[config.mk]
export PLATFORM = sky130hd
export DESIGN_NAME = fetch_decode_buffer
export DESIGN_NICKNAME = d
export VERILOG_FILES = /design/src/rtl/pipe_pkg.sv /design/src/rtl/pipe_fifo.sv /design/src/rtl/fetch_decode_buffer.sv
export SDC_FILE = /design/constraint.sdc
export NUM_CORES = 1
export LEC_CHECK = 0
export ABC_AREA = 1
export CAP_MARGIN = 20
export CORE_MARGIN = 1
export CORE_UTILIZATION = 44
export CTS_CLUSTER_SIZE = 12
export DETAILED_ROUTE_END_ITERATION = 12
export PLACE_DENSITY = 0.82
export SLEW_MARGIN = 10
export SYNTH_ARGS = -nofsm -noshare
export SYNTH_HDL_FRONTEND = slang
export SYNTH_SLANG_ARGS = --single-unit
[constraint.sdc]
create_clock -name clk -period 4.88 [get_ports clk]
set_input_delay 0.488 -clock clk [delete_from_list [all_inputs] [get_ports clk]]
set_output_delay 0.488 -clock clk [all_outputs]
set_load 0.02 [all_outputs]
[src/rtl/pipe_pkg.sv]
// Shared types and constants for the IF/ID boundary buffer.
// The payload struct fixes the field order {instr, pc, pc_plus4} used by the FIFO storage.
package pipe_pkg;

    localparam int FD_WIDTH = 32;

    // addi x0,x0,0: the canonical bubble presented to decode when nothing is buffered
    localparam logic [FD_WIDTH-1:0] NOP_INSTR = 32'h0000_0013;

    typedef struct packed {
        logic [FD_WIDTH-1:0] instr;
        logic [FD_WIDTH-1:0] pc;
        logic [FD_WIDTH-1:0] pc_plus4;
    } fd_payload_t;

endpackage

[src/rtl/pipe_fifo.sv]
// Generic circular-buffer FIFO with valid/ready on both sides, occupancy count and flush.
// Handshake outputs depend on registered count only, so there is no pass-through when full.
module pipe_fifo #(
    parameter int WIDTH = 8,
    parameter int DEPTH = 2,
    localparam int PW = $clog2(DEPTH),
    localparam int CW = $clog2(DEPTH + 1)
) (
    input  logic             clk,
    input  logic             rst_n,
    input  logic             flush,
    input  logic             in_valid,
    output logic             in_ready,
    input  logic [WIDTH-1:0] wdata,
    output logic             out_valid,
    input  logic             out_ready,
    output logic [WIDTH-1:0] rdata,
    output logic [CW-1:0]    count
);

    logic [WIDTH-1:0] mem [DEPTH];
    logic [PW-1:0]    wr_ptr;
    logic [PW-1:0]    rd_ptr;
    logic             push;
    logic             pop;

    assign in_ready  = (count < CW'(DEPTH));
    assign out_valid = (count != '0);
    assign push      = in_valid && in_ready && !flush;
    assign pop       = out_valid && out_ready && !flush;
    assign rdata     = mem[rd_ptr];

    // DEPTH is a power of two, so the pointers wrap naturally at their width
    always_ff @(posedge clk or negedge rst_n) begin
        if (!rst_n) begin
            wr_ptr <= '0;
            rd_ptr <= '0;
            count  <= '0;
        end else if (flush) begin
            wr_ptr <= '0;
            rd_ptr <= '0;
            count  <= '0;
        end else begin
            if (push) wr_ptr <= wr_ptr + 1'b1;
            if (pop)  rd_ptr <= rd_ptr + 1'b1;
            case ({push, pop})
                2'b10:   count <= count + 1'b1;
                2'b01:   count <= count - 1'b1;
                default: count <= count;
            endcase
        end
    end

    always_ff @(posedge clk) begin
        if (push) mem[wr_ptr] <= wdata;
    end

endmodule

[src/rtl/fetch_decode_buffer.sv]
// IF/ID boundary buffer: a small FIFO of {instr, PC, PC+4} between fetch and decode,
// presenting a NOP bubble when empty and counting decode stall cycles.
module fetch_decode_buffer
    import pipe_pkg::fd_payload_t;
#(
    parameter int                    DATA_WIDTH = 32,
    parameter int                    DEPTH      = 2,
    parameter logic [DATA_WIDTH-1:0] NOP_INSTR  = pipe_pkg::NOP_INSTR,
    parameter int                    CNT_WIDTH  = 16
) (
    input  logic                       clk,
    input  logic                       rst_n,
    input  logic                       flush,
    input  logic                       in_valid,
    output logic                       in_ready,
    input  logic [DATA_WIDTH-1:0]      instrF,
    input  logic [DATA_WIDTH-1:0]      PCF,
    input  logic [DATA_WIDTH-1:0]      PCPlus4F,
    output logic                       out_valid,
    input  logic                       out_ready,
    output logic [DATA_WIDTH-1:0]      instrD,
    output logic [DATA_WIDTH-1:0]      PCD,
    output logic [DATA_WIDTH-1:0]      PCPlus4D,
    output logic [$clog2(DEPTH+1)-1:0] count,
    output logic [CNT_WIDTH-1:0]       stall_cnt
);

    fd_payload_t wr_payload;
    fd_payload_t rd_payload;

    assign wr_payload = {instrF, PCF, PCPlus4F};

    pipe_fifo #(
        .WIDTH ($bits(fd_payload_t)),
        .DEPTH (DEPTH)
    ) u_fifo (
        .clk       (clk),
        .rst_n     (rst_n),
        .flush     (flush),
        .in_valid  (in_valid),
        .in_ready  (in_ready),
        .wdata     (wr_payload),
        .out_valid (out_valid),
        .out_ready (out_ready),
        .rdata     (rd_payload),
        .count     (count)
    );

    // Storage is not reset, so the bubble mux is what guarantees clean outputs when empty
    assign instrD   = out_valid ? rd_payload.instr    : NOP_INSTR;
    assign PCD      = out_valid ? rd_payload.pc       : '0;
    assign PCPlus4D = out_valid ? rd_payload.pc_plus4 : '0;

    // Saturating stall counter; deliberately survives flush so redirects don't hide stalls
    always_ff @(posedge clk or negedge rst_n) begin
        if (!rst_n) begin
            stall_cnt <= '0;
        end else if (out_valid && !out_ready && (stall_cnt != '1)) begin
            stall_cnt <= stall_cnt + 1'b1;
        end
    end

endmodule
[Word-level counts from Yosys, hierarchy flattened]
Memories as Yosys holds them, arrays and structs flattened.
Index checks and enable logic that the tools add are counted.
Word-level totals
  register bits: 20
  bits in writable memories: 192
  input bits: 101
  output and inout bits: 116
  memories kept: 1
Memory list
  u_fifo.mem: depth 2, bits a word 96, rd ports 1, clocked after Yosys merged registers in 0, write ports 1, line pipe_fifo.sv:21  | logic [WIDTH-1:0] mem [DEPTH];
Operators by class
  add/sub/neg operators: 5
  magnitude comparators: 1
  eq/ne operators: 3
  muxes and demuxes: 11
  reductions and logical operators: 12
Operator list (count)
  $mux W32: 3
  $add A16 B1 Y16 const B: 1
  $ne A16 B16 Y1 const B: 1
  $logic_and A1 B1 Y1: 6
  $mux W1: 6
  $reduce_bool A2 Y1: 3
  $pmux W2 S2: 1
  $reduce_bool A3 Y1: 1
  $add A1 B1 Y1 const B: 2
  $add A2 B1 Y2 const B: 1
  $eq A2 B1 Y1 const B: 1
  $eq A2 B2 Y1 const B: 1
  $logic_not A1 Y1: 2
  $lt A2 B2 Y1 const B: 1
  $mux W2: 1
  $sub A2 B1 Y2 const B: 1

[Longest topological paths before layout]
  depth after elaboration: 6
  gate-level depth with buffers: 9

[Hierarchy]
Synthesis repeated with hierarchy kept, for this count alone.
Unflattened totals
  cells, all modules: 887
  area, all modules: 9037.4 sq um
Modules (own cells, without submodules)
  pipe_fifo: instances 1, cells each 539, area each 7249.5 sq um, seq. area each 5865.6 sq um
  fetch_decode_buffer: instances 1, cells each 348, area each 1788.0 sq um, seq. area each 400.4 sq um

[Least setup slack after synthesis]
Ideal clock, no wire load.
  kind: register to register
  start: register u_fifo.count[1]
  end: memory u_fifo.mem[0][0] in the netlist's numbering, enable pin
  data arrival time: 4840 ps
  required time: 4327 ps
  path slack: -513 ps
  stages on the path, launching flop included: 4
  buffers on the path: 0
  cell sequence: dfrtp_1 > inv_1 > nand3_1 > nor2_1
Between the ends
  word-level cells in the longest chain between the ends: 5
Ends and longest elaborated chain
  start, declared: line pipe_fifo.sv:18  | output logic [CW-1:0] count
  start signal, assigned: line pipe_fifo.sv:47  | 2'b10: count <= count + 1'b1;
  start signal, assigned: line pipe_fifo.sv:48  | 2'b01: count <= count - 1'b1;
  start signal, assigned: line pipe_fifo.sv:49  | default: count <= count;
  $lt A2 B2 Y1: line pipe_fifo.sv:27  | assign in_ready = (count < CW'(DEPTH));
  net in_ready: line fetch_decode_buffer.sv:15  | output logic in_ready,
  $logic_and A1 B1 Y1 (2 in series): line pipe_fifo.sv:29  | assign push = in_valid && in_ready && !flush;
  $mux W1: line pipe_fifo.sv:55  | if (push) mem[wr_ptr] <= wdata;
  $mux W1 (not written as such): line pipe_fifo.sv:55
  end, declared: line pipe_fifo.sv:21
The timed path passes the listed nets, and every way through them passes these cells.

[Final worst setup path]
  start: register u_fifo.count[0]
  end: output instrD[16]
Between the ends
  word-level cells in the longest chain between the ends: 2
Ends and longest elaborated chain
  $reduce_bool A2 Y1: line pipe_fifo.sv:28  | assign out_valid = (count != '0);
  $mux W32: line fetch_decode_buffer.sv:50  | assign instrD = out_valid ? rd_payload.instr : NOP_INSTR;
  end, declared: line fetch_decode_buffer.sv:21  | output logic [DATA_WIDTH-1:0] instrD,
Every way passes these cells.

==> impl_metrics.yaml <==
synth:
  synth_area_leaders: "edfxtp_1, nand2_1, dfrtp_1, a21oi_1, nor2_1"
  synthCells: 691
  synth-seq-area-share: 0.751
  yosysTopAreaCellShare: 0.691
  yosys_warnings: 0
  syn_area_per_cell_um2: 12.1
  yosysTopAreaCell: "edfxtp_1"
  synthDistinctLibCells: 24
  syn-num-nets: 793
  synth-seq-cells: 212
  synth_area_mm2: 0.00834
clocking:
  clockBufferDepth: 3
  tritoncts: "done"
  cts_made_buffers: 23
  clkSlewWorstSetupHoldPaths_ns: 0.06
  ctsResizeCount: 0
  cts_sinks: 212
  cts_setup_buffers: 0
  worst_skew_pair.late_latency_ns: 0.49
  clockRootBuffer: "clkbuf_16"
  htreeDepth: 1
  holdBufCountCts: 0
worst_setup_path:
  endpoint_kind: "output port"
  crit_start: "u_fifo.count[0]$_DFFE_PN0P_"
  crit_chain: "nor2_4 > buf_4 > a21oi_1 > clkdlybuf4s50_1"
  slowest_delay_ns: 0.75
  critPathLaunchType: "flip-flop"
  crit_fanout: 37
  reg2reg_from: "u_fifo.count[0]$_DFFE_PN0P_"
  cp_slowest_cell: "nor2_4"
  setup.worst_path.class: "reg -> out"
  crit_required_ns: 4.39
  cp.arrival_ns: 2.93
placement:
  gp_congestion: 0.879
  io_buffers: 216
  hpwl_um: 12500
  place_area_mm2: 0.0108
grt:
  grt_first_pass_wirelength_um: 30800
  grt_max_degree: 97
  overflow: 0
  grt_busiest_layer: "met2"
  antenna_found_initial: 1
  grtUsageMet3: 0.0423
  grtUsageMet1: 0.253
  grt_pass1_vias: 5797
  globalRouteTotalUtil: 0.201
  grt_util_met2: 0.341
power_and_ir_drop:
  leakagePower_nw: 4.13
  p_sw_mw: 2.12
  clock_power_share: 0.257
  switching_share: 0.344
  vdd_drop_max_v: 0.000349
  power_density_mw_per_mm2: 540
  intPower_mw: 4.05
  pwr-share-comb: 0.379
  seqPwrFrac: 0.365
  power.total_mw: 6.18
routing:
  drt-wirelength-per-cell_um: 17.0
  vias: 5893
  drt-total-wl_um: 19600
  dr.pass1.iters: 5
  ant_nets: 0
  drt-initial-drc-count: 352
  via_per_inst: 5.12
  route.detailed.drc: 0
flow_run:
  cap_violations: 0
cells_and_area:
  nNetsFinal: 1011
  fillers: 1365
  area_growth_pct: 37.2
  fin_util: 0.626
  postLayoutCellArea_mm2: 0.0114
  drive_gt1_frac: 0.0553
die:
  core-area_mm2: 0.0183
  core.rowCount: 49
  start_util: 0.457
  pin_count: 217
  design.die.area_mm2: 0.0195
  fp.dieW_um: 140
  die_h_um: 140
sta:
  skew_ns: 0.0102
  setup_viol: 0
  hold_viol: 0
  period_share: 0.700
  slew_headroom: 0.301
  maxSlewViolCount: 0
  rsz0062_at_grt: "false"
  hold_ws_ns: 0.521
  tns_ns: 0
  fin_crit_ns: 3.41
  fmax_mhz: 293
  tightest_slew_ns: 1.05
run_status:
  status: "completed"
min_path:
  hp-class: "in -> async"
power groups by stage:
| stage | logic (mW) | clock network [mW] | registers [mW] |
|---|---|---|---|
| floorplan | 1.23 | 0 | 2.30 |
| detailed placement | 2.36 | 0 | 2.29 |
| global route | 2.50 | 1.69 | 2.27 |
| finish | 2.34 | 1.58 | 2.25 |
| global placement | 2.31 | 0 | 2.28 |
| CTS | 2.37 | 1.62 | 2.25 |
cell families (layout without fill, tap and decap cells):
| logic type | Yosys count | after routing | synth area share |
|---|---|---|---|
| AO/OA/AOI/OAI | 103 | 103 | 0.0634 |
| XOR/XNOR | 8 | 8 | 0.00840 |
| adder cells (fa/ha/maj) | 1 | 1 | 0.00150 |
| buffers and inverters | 55 | 286 | 0.0289 |
| flip-flops | 212 | 212 | 0.751 |
| other | 0 | 1 | 0 |
| AND/OR/NAND/NOR | 312 | 312 | 0.147 |
critical path, delay by kind of cell, from the launching register on:
family                 cells  cell delay (ns)
AOI/OAI and AO/OA          1             0.14
DFF                        1             0.44
and+or+nand+nor            1             0.75
buffers and inverters      2             1.05
registers in the layout, indices dropped and copies added, names as in the netlist:
signal / count
u_fifo.wr_ptr: 1
u_fifo.rd_ptr: 1
u_fifo.count: 2
stall_cnt: 16
u_fifo.mem: 192
area by class of cell:
type,instances,area (um^2),area share
diodes,1,2.50,0.000219
flip-flops and latches,212,6270,0.548
well taps,229,287,0.0250
clock buffers,31,658,0.0575
inverters,22,85.1,0.00743
repair buffers,226,2250,0.197
multi-input cells,424,1860,0.162
clock inverters,7,33.8,0.00295
path summary, 6_finish.rpt:
path                       cells after the start  slack, ns                     endpoint
setup reg to reg                               7       2.23    stall_cnt[14]$_DFFE_PN0P_
hold / removal                                 1       0.52     stall_cnt[5]$_DFFE_PN0P_
max in group asynchronous                      1       3.68    u_fifo.rd_ptr$_DFFE_PN0P_
min in group clk                               1       0.57  u_fifo.mem[0][22]$_DFFE_PP_
hold reg to reg                                2       0.57     stall_cnt[0]$_DFFE_PN0P_
setup / recovery                               4       1.47                   instrD[16]
layout by cell type, fill, tap and decap left out, types with 4 or more instances in the layout:
master             n
dfrtp_1           19
o21ai_0            7
nand2_1          268
edfxtp_1         192
clkinv_2           4
clkinv_1           4
xnor2_1            7
clkbuf_16         25
nor2_4             4
nand3_1           11
inv_1             19
buf_4              9
nor2_1            20
a21oi_1           94
nand4_1            5
clkdlybuf4s50_1  216
clkbuf_1           5
through the flow:
stage               std cells  setup WS [ns]
floorplan                 691           1.08
global placement         1112           1.83
detailed placement       1113           1.91
CTS                      1151           1.42
global route             1151           1.29
finish                   1152           1.47
per-layer routing:
metal	wire, um	part of all wire
met4	643	0.033
met2	9850	0.50
met1	7760	0.40
met5	0	0
met3	1350	0.069
synth_stat cells:
master,count
xor2_1,1
nand3_2,1
nand3_1,11
nand2_4,1
o21bai_1,1
nor2_1,23
buf_6,2
inv_2,2
nand2_1,268
clkinv_2,1
a21oi_1,94
xnor2_1,7
buf_2,15
o21ai_4,1
nor2_4,1
nand4_1,5
dfrtp_1,20
clkbuf_1,16
o21ai_0,7
inv_1,19
nand3b_1,1
edfxtp_1,192
ha_1,1
nand2_2,1
(Power assumes the default switching activity.)
